<file path="src/rtl/pot_spi_master_if.sv">
`default_nettype none
//------------------------------------------------------------------------------
// pot_spi_master_if : request/data and SPI pin bundle for pot_spi_master
// Optional ports under `POT_SPI_READBACK_EN. Revision 1.0
//------------------------------------------------------------------------------
interface pot_spi_master_if;
  logic [15:0] dat_spi_in;
  logic        send_data_spi;
  logic        send_ok_strobe;
  logic        pot_busy;
  logic        spi_cs_n;
  logic        spi_sclk;
  logic        spi_mosi;
`ifdef POT_SPI_READBACK_EN
  logic        spi_miso;
  logic [15:0] rd_data;

  modport master (
    input  dat_spi_in, send_data_spi, spi_miso,
    output send_ok_strobe, pot_busy, spi_cs_n, spi_sclk, spi_mosi, rd_data
  );
  modport slave (
    output dat_spi_in, send_data_spi, spi_miso,
    input  send_ok_strobe, pot_busy, spi_cs_n, spi_sclk, spi_mosi, rd_data
  );
`else
  modport master (
    input  dat_spi_in, send_data_spi,
    output send_ok_strobe, pot_busy, spi_cs_n, spi_sclk, spi_mosi
  );
  modport slave (
    output dat_spi_in, send_data_spi,
    input  send_ok_strobe, pot_busy, spi_cs_n, spi_sclk, spi_mosi
  );
`endif
endinterface
`default_nettype wire

</file>
<file path="src/rtl/pot_spi_master.sv">
`default_nettype none
//------------------------------------------------------------------------------
// pot_spi_master : SPI mode-0 master shifting a 16-bit potentiometer word MSB-first
// Define POT_SPI_READBACK_EN to add MISO capture into rd_data. Revision 1.0
//------------------------------------------------------------------------------
module pot_spi_master #(
  parameter int CLK_DIV  = 25,
  parameter int CS_SETUP = 4,
  parameter int CS_HOLD  = 4,
  parameter int GAP      = 8
) (
  input wire               clk,
  input wire               rst,
  pot_spi_master_if.master bus
);

  localparam int c_SHIFT_CYC = 32 * CLK_DIV;
  localparam int c_MAX_A     = (c_SHIFT_CYC > CS_SETUP) ? c_SHIFT_CYC : CS_SETUP;
  localparam int c_MAX_B     = (CS_HOLD > GAP) ? CS_HOLD : GAP;
  localparam int c_MAX       = (c_MAX_A > c_MAX_B) ? c_MAX_A : c_MAX_B;
  localparam int c_CNT_W     = $clog2(c_MAX + 1);

  localparam logic [c_CNT_W-1:0] c_DIV_LAST   = c_CNT_W'(CLK_DIV - 1);
  localparam logic [c_CNT_W-1:0] c_SETUP_LAST = c_CNT_W'(CS_SETUP - 1);
  localparam logic [c_CNT_W-1:0] c_HOLD_LAST  = c_CNT_W'(CS_HOLD - 1);
  localparam logic [c_CNT_W-1:0] c_GAP_LAST   = c_CNT_W'(GAP - 1);

  typedef enum logic [2:0] {
    IDLE  = 3'd0,
    SETUP = 3'd1,
    SHIFT = 3'd2,
    HOLD  = 3'd3,
    GAP_W = 3'd4,
    DONE  = 3'd5,
    REARM = 3'd6
  } state_t;

  state_t             r_state, w_state_nx;
  logic [c_CNT_W-1:0] r_cnt, w_cnt_nx;
  logic [4:0]         r_half, w_half_nx;
  logic [15:0]        r_shift, w_shift_nx;

  logic w_cs_n, w_sclk, w_mosi, w_strobe, w_busy;
  logic r_cs_n, r_sclk, r_mosi, r_strobe, r_busy;

  always_ff @(posedge clk) begin
    if (rst) begin
      r_state  <= IDLE;
      r_cnt    <= '0;
      r_half   <= '0;
      r_shift  <= '0;
      r_cs_n   <= 1'b1;
      r_sclk   <= 1'b0;
      r_mosi   <= 1'b0;
      r_strobe <= 1'b0;
      r_busy   <= 1'b0;
    end else begin
      r_state  <= w_state_nx;
      r_cnt    <= w_cnt_nx;
      r_half   <= w_half_nx;
      r_shift  <= w_shift_nx;
      r_cs_n   <= w_cs_n;
      r_sclk   <= w_sclk;
      r_mosi   <= w_mosi;
      r_strobe <= w_strobe;
      r_busy   <= w_busy;
    end
  end

  // Outputs are decoded from the current state and registered, so every pin
  // lags the state register by one cycle; relative timing is preserved.
  always_comb begin
    w_state_nx = r_state;
    w_cnt_nx   = r_cnt;
    w_half_nx  = r_half;
    w_shift_nx = r_shift;
    w_cs_n     = 1'b1;
    w_sclk     = 1'b0;
    w_mosi     = 1'b0;
    w_strobe   = 1'b0;
    w_busy     = (r_state != IDLE);
    case (r_state)
      IDLE: begin
        if (bus.send_data_spi) begin
          w_shift_nx = bus.dat_spi_in;
          w_cnt_nx   = '0;
          w_half_nx  = '0;
          w_state_nx = SETUP;
        end
      end
      SETUP: begin
        w_cs_n = 1'b0;
        w_mosi = r_shift[15];
        if (r_cnt == c_SETUP_LAST) begin
          w_cnt_nx   = '0;
          w_state_nx = SHIFT;
        end else begin
          w_cnt_nx = r_cnt + 1'b1;
        end
      end
      SHIFT: begin
        w_cs_n = 1'b0;
        w_sclk = r_half[0];
        w_mosi = r_shift[15];
        if (r_cnt == c_DIV_LAST) begin
          w_cnt_nx = '0;
          // End of a high half-period is an SCLK fall: present the next bit.
          if (r_half[0]) begin
            w_shift_nx = {r_shift[14:0], 1'b0};
          end
          if (r_half == 5'd31) begin
            w_state_nx = HOLD;
          end else begin
            w_half_nx = r_half + 5'd1;
          end
        end else begin
          w_cnt_nx = r_cnt + 1'b1;
        end
      end
      HOLD: begin
        w_cs_n = 1'b0;
        if (r_cnt == c_HOLD_LAST) begin
          w_cnt_nx   = '0;
          w_state_nx = GAP_W;
        end else begin
          w_cnt_nx = r_cnt + 1'b1;
        end
      end
      GAP_W: begin
        if (r_cnt == c_GAP_LAST) begin
          w_cnt_nx   = '0;
          w_state_nx = DONE;
        end else begin
          w_cnt_nx = r_cnt + 1'b1;
        end
      end
      DONE: begin
        w_strobe   = 1'b1;
        w_state_nx = REARM;
      end
      REARM: begin
        // Wait out the upstream request so its late clear cannot re-trigger.
        if (!bus.send_data_spi) begin
          w_state_nx = IDLE;
        end
      end
      default: begin
        w_state_nx = IDLE;
      end
    endcase
  end

  assign bus.send_ok_strobe = r_strobe;
  assign bus.pot_busy       = r_busy;
  assign bus.spi_cs_n       = r_cs_n;
  assign bus.spi_sclk       = r_sclk;
  assign bus.spi_mosi       = r_mosi;

`ifdef POT_SPI_READBACK_EN
  logic [15:0] r_miso_sh;
  logic [15:0] r_rd_data;

  always_ff @(posedge clk) begin
    if (rst) begin
      r_miso_sh <= '0;
      r_rd_data <= '0;
    end else begin
      if (w_sclk && !r_sclk) begin
        r_miso_sh <= {r_miso_sh[14:0], bus.spi_miso};
      end
      if (w_strobe) begin
        r_rd_data <= r_miso_sh;
      end
    end
  end

  assign bus.rd_data = r_rd_data;
`endif

endmodule
`default_nettype wire

</file>
<file path="src/flat_wrapper.sv">
// flat-port wrapper written by rule: the top's interface ports become plain ports
module pot_spi_master_flat 
#(
  parameter int CLK_DIV  = 25,
  parameter int CS_SETUP = 4,
  parameter int CS_HOLD  = 4,
  parameter int GAP      = 8
)
  (clk, rst, bus_dat_spi_in, bus_send_data_spi, bus_send_ok_strobe, bus_pot_busy, bus_spi_cs_n, bus_spi_sclk, bus_spi_mosi);
  pot_spi_master_if bus_i ();
  input wire clk;
  input wire rst;
  input wire logic [$bits(bus_i.dat_spi_in)-1:0] bus_dat_spi_in;
  input wire logic [$bits(bus_i.send_data_spi)-1:0] bus_send_data_spi;
  output wire logic [$bits(bus_i.send_ok_strobe)-1:0] bus_send_ok_strobe;
  output wire logic [$bits(bus_i.pot_busy)-1:0] bus_pot_busy;
  output wire logic [$bits(bus_i.spi_cs_n)-1:0] bus_spi_cs_n;
  output wire logic [$bits(bus_i.spi_sclk)-1:0] bus_spi_sclk;
  output wire logic [$bits(bus_i.spi_mosi)-1:0] bus_spi_mosi;
  assign bus_i.dat_spi_in = bus_dat_spi_in;
  assign bus_i.send_data_spi = bus_send_data_spi;
  assign bus_send_ok_strobe = bus_i.send_ok_strobe;
  assign bus_pot_busy = bus_i.pot_busy;
  assign bus_spi_cs_n = bus_i.spi_cs_n;
  assign bus_spi_sclk = bus_i.spi_sclk;
  assign bus_spi_mosi = bus_i.spi_mosi;
  pot_spi_master #(.CLK_DIV(CLK_DIV), .CS_SETUP(CS_SETUP), .CS_HOLD(CS_HOLD), .GAP(GAP)) u_core (.clk(clk), .rst(rst), .bus(bus_i));
endmodule
</file>
<file path="config.mk">
export PLATFORM = sky130hd
export DESIGN_NAME = pot_spi_master_flat
export DESIGN_NICKNAME = d
export VERILOG_FILES = /design/src/rtl/pot_spi_master_if.sv /design/src/rtl/pot_spi_master.sv /design/src/flat_wrapper.sv
export SDC_FILE = /design/constraint.sdc
export NUM_CORES = 1
export LEC_CHECK = 0
export ABC_AREA = 1
export CORE_UTILIZATION = 35
export DETAILED_ROUTE_END_ITERATION = 10
export PLACE_DENSITY_LB_ADDON = 0.12
export REMOVE_ABC_BUFFERS = 1
export SLEW_MARGIN = 20
export SYNTH_ARGS = -nofsm -noshare
export SYNTH_HDL_FRONTEND = slang
export SYNTH_SLANG_ARGS = --single-unit
</file>
<file path="constraint.sdc">
create_clock -name clk -period 2.88 [get_ports clk]
set_input_delay 0.288 -clock clk [delete_from_list [all_inputs] [get_ports clk]]
set_output_delay 0.288 -clock clk [all_outputs]
set_load 0.03 [all_outputs]
</file>
### Word level (Yosys, flattened, before mapping)

Cells that the tools add are included.

* register bits: 39
* input port bits: 19
* word-level logic and storage cells: 68

* add/subtract/negate cells: 2
* equality and inequality tests: 19
* mux-type cells: 23
* bitwise gates (word level): 2
* reductions and logical operators: 13

Operator list (number)
* $mux W16: 3
* $mux W10: 4
* $pmux W10 S4: 1
* $pmux W16 S2: 1
* $mux W3: 7
* $pmux W3 S7: 1
* $mux W5: 3
* $ne A2 B1 Y1 const B: 6
* $add A10 B1 Y10 const B: 1
* $eq A10 B2 Y1 const B: 1
* $eq A10 B3 Y1 const B: 1
* $eq A10 B5 Y1 const B: 1
* $pmux W5 S2: 1
* $eq A3 B3 Y1 const B: 3
* $reduce_and A4 Y1: 2
* $reduce_or A2 Y1: 4
* $reduce_and A7 Y1: 1
* $eq A3 B2 Y1 const B: 2
* $ne A2 B2 Y1 const B: 3
* $add A5 B1 Y5 const B: 1
* $eq A5 B5 Y1 const B: 1
* $reduce_bool A4 Y1: 1
* $eq A3 B1 Y1 const B: 1
* $logic_not A3 Y1: 1
* other kinds (6): 8

### Logic depth before layout (Yosys ltp)

Gate-level depths: netlist (run 1).

* depth after elaboration: 4
* gate-level depth with buffers: 12

### Worst setup path after synthesis (run 1)

Ideal clock, no wire load.

* path kind: reg-to-reg
* start point: register u_core.r_half[0]
* end point: register u_core.r_half[1]
* library setup time: 128 ps
* arrival: 1553 ps
* required time: 2752 ps
* slack: 1199 ps
* cell stages (with the launch flop): 9
* clock period less this slack: 1681 ps
* cell sequence: dfxtp_1 ha_1 nand2_1 nor2_1 ha_1 a211oi_1 nand3_2 a21oi_1 nor2_1

* cells in the longest elaborated chain, start to end: 4

Ends and longest elaborated chain
* from (decl): RTL line pot_spi_master.sv:40 `logic [4:0] r_half, w_half_nx;`
* from (signal assigned): RTL line pot_spi_master.sv:60 `r_half <= w_half_nx;`
* $add A5 B1 Y5: RTL line pot_spi_master.sv:114 `w_half_nx = r_half + 5'd1;`
* $mux W5: RTL line pot_spi_master.sv:111 `if (r_half == 5'd31) begin`
* $mux W5: RTL line pot_spi_master.sv:105 `if (r_cnt == c_DIV_LAST) begin`
* $pmux W5 S2: RTL line pot_spi_master.sv:82 `case (r_state)`

Parallel ways exist; a longest one is shown, timed or not. The select of a mux whose other input is x is not followed.
A chain may end at the register's enable or synchronous reset.

### Final worst setup path (run 1)

* start point: register u_core.r_state[2]
* end point: register u_core.r_shift[5]

* cells in the longest elaborated chain, start to end: 3

Ends and longest elaborated chain
* from (decl): RTL line pot_spi_master.sv:38 `state_t r_state, w_state_nx;`
* from (signal assigned): RTL line pot_spi_master.sv:58 `r_state <= w_state_nx;`
* $eq A3 B2 Y1 / $logic_not A3 Y1 (equally long branches): RTL line pot_spi_master.sv:82
* $ne A2 B1 Y1 (no source line) (tied with other cells)
* $reduce_and A4 Y1 (no source line)
* to (signal assigned): RTL line pot_spi_master.sv:61 `r_shift <= w_shift_nx;`
* to (decl): RTL line pot_spi_master.sv:41 `logic [15:0] r_shift, w_shift_nx;`

Parallel ways exist; a longest one is shown, timed or not.

==> results.md, run 1 <==
- Worst Hold Margin: around 0.45 ns
- # port buffers: 23
- Peak VDD IR: 0.305 mV
- Final Max Tran Viols: 0
- Most numerous cell in the Yosys netlist: nand2_1
- Die span in y: 79.5 um
- Ports: 24
- RePlAce Congestion: 0.793
- Slew HR: 0.552
- Cells after DPL: between 400 and 500
- Final Hold Fails: 0
- Starting density of the core: 0.373
- Cell family with most CP delay: simple AND/OR/NAND/NOR gates
- End of the worst register-to-register path: u_core.r_shift[5]$_SDFFE_PP0P_
- Hold Path Class: reg2reg
- FF+latch count, synth: 39
- Yosys warning count: 0
- Root Driver: clkbuf_8
- Count of different cell masters after synthesis: 31
- Die ar.: 6320 um^2
- Maximum clock path buffer count: 2
- Routed Antenna Nets: 0
- Post-detail-place hpwl: 3200 um
- Fin util: 0.434
- Max Cap Viol: 0
- Slew at the pin closest to its max-slew limit: 0.667 ns
- Routed vias/inst: 4.73
- Diodes inserted: 0
- Clk sinks: 39
- CTS tree: yes
- Post-route DRC: 0
- Resized Gates After CTS: 0
- Hold Path Origin: u_core.r_shift[15]$_SDFFE_PP0P_
- Startpoint Class: flop
- CP max-delay cell: dfxtp_1
- Area grow syn2layout: 16.5%
- Mapped cell area: 2100 um^2
- Initial antenna violation count: 0
- Vias: 1936
- LEAKAGE: 1.08 nW
- Crit-path most repeated cell: nand2_4
- Fmax: 487 MHz
- Yosys top cell by area: dfxtp_1
- Final worst clock skew: 0.00786 ns
- Setup TNS: 0 ns
- Post-CTS Setup Bufs: 0
- Nets: 359
- Core area: approximately 5600 um^2
- First-pass GRT wire length: about 7600 um
- Hold Crit Endpoint: u_core.bus.spi_mosi$_SDFF_PP0_
- Top cells by count, synth: nand2_1 (88), nor2_1 (60), dfxtp_1 (39), inv_1 (26), nand3_1 (19)
- Vias in the first global route: around 1700
- Starting DRC count in detailed routing: 85
- Pwr dens: 822 nW/um^2
- Finished Layout Cells: 409
- Ratio of cells with drive above 1 in the final layout: 0.0712
- WL final: 4540 um
- Synthesized instance count: 316
- Gr ovfl total: 0
- Die X-Extent: 79.5 um
- Final min period: a little over 2 ns
- CP required: 3.11 ns
- Crit Path Max Fanout: 23
- Reg2reg path depth: 8
- Period utilization: 0.714
- Tot GR Track Use: 0.155
- Nature of the critical path endpoint: flop
- H-tree Lvls: 2
- Worst Path Buf+Inv: 2
- Reg2reg start: u_core.r_state[2]$_SDFFE_PP0P_
- Cells along the critical path: inv_2 -> nand2_4 -> inv_4 -> nand2_4 -> nand2_2 -> nor2_4 -> o21ai_0 -> nor2_1
- Hold path cells: 2
- Critical Setup Path Class: reg2reg
- Status: completed
- # fillers: 616
- Share of flip-flops with an asynchronous set or reset: 0
- Synth area leaders: dfxtp_1 (37%), nand2_1 (16%), nor2_1 (11%), inv_1 (4.6%), nand3_1 (4.5%)
- Clk Latency, worst-skew pair: just under 0.3 ns
- Post-synthesis sequential area ratio: 0.371
- CTS buffer count: 5
- Largest net degree at the start of global routing: 24
- Crit-path max cell delay: 0.56 ns
- Clock-pin slew on the worst setup and hold paths: roughly 0.08 ns
- Number of synthesized flops with an enable pin: 0
- Syn Area/Cell: 6.66 um^2
- # rows: 27
- Share of the synthesized area in the top cell type: 0.371
- Top FF cell, synth: dfxtp_1
- Final setup fails: 0
- Number of hold buffers added after cts: 0
- R2R Setup Slk: 0.82 ns
- Worst Path Arrival: 2.28 ns
- Setup repair after global routing missed its margin: false
- Drt pass-1 iters: 4
- Routed length per instance: 11.1 um
[cell families (layout without fill, tap and decap cells)]
kind of cell / Yosys count / count (layout) / synth area share
AOI/OAI and AO/OA: 38 / 38 / 0.0982
buffers and inverters: 40 / 61 / 0.0821
and+or+nand+nor: 193 / 193 / 0.416
adders and majority gates: 4 / 4 / 0.0238
xor gates and xnor gates: 2 / 2 / 0.00833
DFF: 39 / 39 / 0.371
[sequential cells by signal, summed over array words and instances, names as in the netlist]
register / flops
u_core.r_shift: 16
u_core.r_cnt: 10
u_core.r_half: 5
u_core.r_state: 3
u_core.bus.pot_busy: 1
u_core.bus.send_ok_strobe: 1
u_core.bus.spi_cs_n: 1
u_core.bus.spi_mosi: 1
u_core.bus.spi_sclk: 1
[layout make-up]
| type | count | area [um^2] | share of cell area |
|---|---|---|---|
| tap | 72 | 90.1 | 0.0368 |
| sequential | 39 | 781 | 0.319 |
| timing repair buffer | 24 | 238 | 0.0970 |
| inverter | 29 | 111 | 0.0454 |
| multi-input combinational | 237 | 1150 | 0.469 |
| clock inverter | 1 | 5.00 | 0.00204 |
| clock buffer | 7 | 76.3 | 0.0311 |
[tightest hold or removal path, delay by kind of cell, from the launching register on]
kind	cells	cell delay [ns]
flops	1	0.31
simple gates	2	0.10
[per-layer routing]
| layer | up-vias | wire [um] | global-route usage |
|---|---|---|---|
| met4 | 0 | 30 | 0.0491 |
| met3 | 2 | 168 | 0.0343 |
| met1 | 856 | 2110 | 0.185 |
| met2 | 43 | 2230 | 0.272 |
| li1 | 1035 | - | - |
| met5 | - | 0 | 0 |
[placed cells by master (no fill, tap or decap)]
cell	count
inv_2	2
o31ai_1	1
nand4_1	3
nand2_1	88
buf_4	1
ha_1	4
dfxtp_1	39
o21ai_1	10
nand3_2	1
a211oi_1	1
nor2_1	60
nor3b_1	2
inv_1	26
nand4_4	1
clkdlybuf4s50_1	23
inv_4	1
o21ai_0	14
or2_1	1
clkbuf_8	5
xor2_1	2
nand3_4	1
nand3_1	19
a21oi_1	11
clkbuf_1	2
nor3_1	7
nand2_4	2
nand2_2	3
nor2_4	3
nor2_2	1
clkinv_2	1
o21ai_4	1
nand3b_4	1
[metrics by stage]
step           setup slack, ns  cell area, um^2  total power [mW]
2_1_floorplan             1.21             2040              1.44
3_3_place_gp             0.802             2370              1.67
3_5_place_dp             0.798             2370              1.68
4_1_cts                  0.841             2450              2.05
5_1_grt                  0.642             2450              2.20
6_report                 0.825             2450              2.02
[worst max path at each step]
stage                                         from                             end  slack (ns)  depth (start not counted)
floorplan            u_core.r_half[0]$_SDFFE_PP0P_   u_core.r_half[1]$_SDFFE_PP0P_        1.21                          8
global placement                               rst  u_core.bus.spi_mosi$_SDFF_PP0_        0.80                          5
detailed placement                             rst  u_core.bus.spi_mosi$_SDFF_PP0_        0.80                          5
CTS                 u_core.r_state[2]$_SDFFE_PP0P_  u_core.r_shift[5]$_SDFFE_PP0P_        0.84                          8
global route        u_core.r_state[2]$_SDFFE_PP0P_  u_core.r_shift[5]$_SDFFE_PP0P_        0.64                          8
finish              u_core.r_state[2]$_SDFFE_PP0P_  u_core.r_shift[5]$_SDFFE_PP0P_        0.82                          8
[power breakdown]
| group | switching [mW] | internal, mW |
|---|---|---|
| clock | 0.187 | 0.170 |
| sequential | 0.0929 | 0.661 |
| combinational | 0.608 | 0.296 |
| total | 0.888 | 1.13 |
(Power assumes the default switching activity.)
==> inputs of run 2 (changes only) <==
==> constraint.sdc (replaced) <==
create_clock -name clk -period 1.66 [get_ports clk]
set_input_delay 0.166 -clock clk [delete_from_list [all_inputs] [get_ports clk]]
set_output_delay 0.166 -clock clk [all_outputs]
set_load 0.03 [all_outputs]
==> results.md, run 2 (synthesized netlist as in run 1, its figures left out) <==
- Core area: 5640 um^2 (unchanged)
- Period utilization: 1.00 (was 0.714)
- Clk sinks: 39 (unchanged)
- Startpoint Class: flop (unchanged)
- Routed length per instance: 11.5 um (was 11.1 um)
- Worst Path Arrival: 1.85 ns (was 2.28 ns)
- Cells along the critical path: ha_4 -> nand2_2 -> nor2_2 -> ha_2 -> buf_4 -> a211oi_4 -> nand3_4 -> a21oi_2 -> nor2_1 (was inv_2 -> nand2_4 -> inv_4 -> nand2_4 -> nand2_2 -> nor2_4 -> o21ai_0 -> nor2_1)
- Hold Path Origin: bus_dat_spi_in[0] (was u_core.r_shift[15]$_SDFFE_PP0P_)
- Worst Hold Margin: 0.478 ns (was 0.448 ns)
- Reg2reg start: u_core.r_half[1]$_SDFFE_PP0P_ (was u_core.r_state[2]$_SDFFE_PP0P_)
- RePlAce Congestion: 0.818 (was 0.793)
- Final WS setup: 0.000682 ns (was 0.825 ns)
- Vias in the first global route: 1833 (was 1733)
- Sequential cell area: 786 um^2 (was 781 um^2)
- Tot GR Track Use: 0.163 (was 0.155)
- End of the worst register-to-register path: u_core.r_half[1]$_SDFFE_PP0P_ (was u_core.r_shift[5]$_SDFFE_PP0P_)
- Clock-pin slew on the worst setup and hold paths: 0.09 ns (was 0.08 ns)
- Die ar.: 6320 um^2 (unchanged)
- Multi-input gate area: 1220 um^2 (was 1150 um^2)
- LEAKAGE: 1.20 nW (was 1.08 nW)
- Pre-CTS setup slack: -0.0771 ns (was 0.798 ns)
- Final Hold Fails: 0 (unchanged)
- Worst Path Buf+Inv: 1 (was 2)
- CTS buffer count: 5 (unchanged)
- Ratio of cells with drive above 1 in the final layout: 0.181 (was 0.0712)
- Crit-path max cell delay: 0.34 ns (was 0.56 ns)
- Pwr dens: 1480 nW/um^2 (was 822 nW/um^2)
- Diodes inserted: 0 (unchanged)
- # port buffers: 23 (unchanged)
- Maximum clock path buffer count: 2 (unchanged)
- Hold Path Class: in2reg (was reg2reg)
- Ports: 24 (unchanged)
- Gr ovfl total: 0 (unchanged)
- First-pass GRT wire length: 8000 um (was 7600 um)
- Clk Latency, worst-skew pair: 0.30 ns (was 0.29 ns)
- Root Driver: clkbuf_8 (unchanged)
- # fillers: 599 (was 616)
- R2R Setup Slk: 0.0007 ns (was 0.82 ns)
- Vias: 2022 (was 1936)
- # rows: 27 (unchanged)
- Die X-Extent: 79.5 um (unchanged)
- Area grow syn2layout: 29.6% (was 16.5%)
- Drt pass-1 iters: 4 (unchanged)
- Stages on worst setup path: 9 (was 8)
- Nets: 382 (was 359)
- Status: completed (unchanged)
- Most frequent cells in the layout: nand2_1 (87), nor2_1 (56), dfxtp_1 (35), inv_1 (26), clkdlybuf4s50_1 (23) (was nand2_1 (88), nor2_1 (60), dfxtp_1 (39), inv_1 (26), clkdlybuf4s50_1 (23))
- Routed vias/inst: 4.68 (was 4.73)
- Starting DRC count in detailed routing: 99 (was 85)
- Final worst clock skew: 0.00794 ns (was 0.00786 ns)
- CTS tree: yes (unchanged)
- Post-detail-place hpwl: 3360 um (was 3200 um)
- Register bank with the most flops: u_core.r_shift (unchanged)
- Largest net degree at the start of global routing: 23 (was 24)
- CP max-delay cell: dfxtp_2 (was dfxtp_1)
- Hold Crit Endpoint: u_core.r_shift[0]$_SDFFE_PP0P_ (was u_core.bus.spi_mosi$_SDFF_PP0_)
- Biggest regs: u_core.r_shift: 16 flops, u_core.r_cnt: 10 flops, u_core.r_half: 5 flops (unchanged)
- H-tree Lvls: 2 (unchanged)
- Final min period: 1.66 ns (was 2.06 ns)
- Setup repair after global routing missed its margin: true (was false)
- Slew at the pin closest to its max-slew limit: 0.401 ns (was 0.667 ns)
- Peak VDD IR: 0.697 mV (was 0.305 mV)
- Post-route DRC: 0 (unchanged)
- Cell family with most CP delay: compound AO/OA/AOI/OAI gates (was simple AND/OR/NAND/NOR gates)
- Max Cap Viol: 0 (unchanged)
- Routed Antenna Nets: 0 (unchanged)
- Max reg flops: 16 (unchanged)
- Hold path cells: 3 (was 2)
- Final Max Tran Viols: 0 (unchanged)
- WL final: 4980 um (was 4540 um)
- Fmax: 603 MHz (was 487 MHz)
- Reg2reg path depth: 9 (was 8)
- Final setup fails: 0 (unchanged)
- Crit Path Max Fanout: 8 (was 23)
- Die span in y: 79.5 um (unchanged)
- CP required: 1.85 ns (was 3.11 ns)
- Starting density of the core: 0.373 (unchanged)
- Critical Setup Path Class: reg2reg (unchanged)
- Initial antenna violation count: 0 (unchanged)
- Commonest non-fill, non-tap cell in the layout: nand2_1 (unchanged)
- Nature of the critical path endpoint: flop (unchanged)
- Slew HR: 0.732 (was 0.552)
[run 2: changes by cell type in the layout (fill, tap and decap cells not counted), sizes merged]
| cell | previous run | this run |
|---|---|---|
| clkbuf | 7 | 6 |
| nand4 | 4 | 5 |
| buf | 1 | 23 |
| clkinvlp | 0 | 1 |
[run 2: layer usage]
metal / share of wire / vias to the layer above / GRT usage
met1: 0.48 / 896 / 0.202
met3: 0.033 / 4 / 0.0411
li1: - / 1087 / -
met5: 0 / - / 0
met4: 0.0076 / 0 / 0.0491
met2: 0.47 / 35 / 0.274
[run 2: layout make-up]
| cell class | instances | share of cell area |
|---|---|---|
| multi-input cells | 238 | 0.449 |
| repair buffers | 46 | 0.152 |
| inverters | 29 | 0.0408 |
| clock buffers | 6 | 0.0303 |
| flip-flops and latches | 39 | 0.288 |
| clock inverters | 2 | 0.00597 |
| well taps | 72 | 0.0330 |
[run 2: timing repair]
| item | CTS | global route |
|---|---|---|
| hold buffers | 0 | 0 |
| pin swaps | 3 | 9 |
| buffers inserted | 0 | 2 |
| endpoints found under the setup margin | 8 | 24 |
| gates resized for setup | 5 | 16 |
| gates cloned | 0 | 1 |
[run 2: stage by stage]
step	area (um^2)	utilization	total power, mW	instances	setup TNS, ns
6_report	2730	0.483	4.03	432	0
5_1_grt	2730	0.483	4.37	432	-1.43
4_1_cts	2640	0.468	3.96	429	0
3_5_place_dp	2530	0.449	3.23	421	-0.224
3_3_place_gp	2530	0.449	3.22	421	-0.0000970
2_1_floorplan	2040	-	2.49	305	-0.0147
[run 2: worst max-delay path by stage]
stage | start | end | slack, ns
after global placement | u_core.r_half[0]$_SDFFE_PP0P_ | u_core.r_half[4]$_SDFFE_PP0P_ | -0.0001
after global routing | u_core.r_half[1]$_SDFFE_PP0P_ | u_core.r_state[0]$_SDFFE_PP0P_ | -0.13
final | u_core.r_half[1]$_SDFFE_PP0P_ | u_core.r_half[1]$_SDFFE_PP0P_ | 0.0007
after CTS | u_core.r_cnt[0]$_SDFFE_PP0P_ | u_core.r_state[1]$_SDFFE_PP0P_ | 0.002
after detailed placement | u_core.r_half[0]$_SDFFE_PP0P_ | u_core.r_half[1]$_SDFFE_PP0P_ | -0.08
after floorplan | u_core.r_half[0]$_SDFFE_PP0P_ | u_core.r_half[1]$_SDFFE_PP0P_ | -0.007
[run 2: worst min-delay path: stages]
cell,delay [ns]
clkdlybuf4s50_1,0.39
a21oi_1,0.12
nor2_1,0.06
[run 2: power breakdown]
part           internal (mW)  switching, mW
clock network          0.339          0.364
logic                  0.812           1.22
registers               1.15          0.141
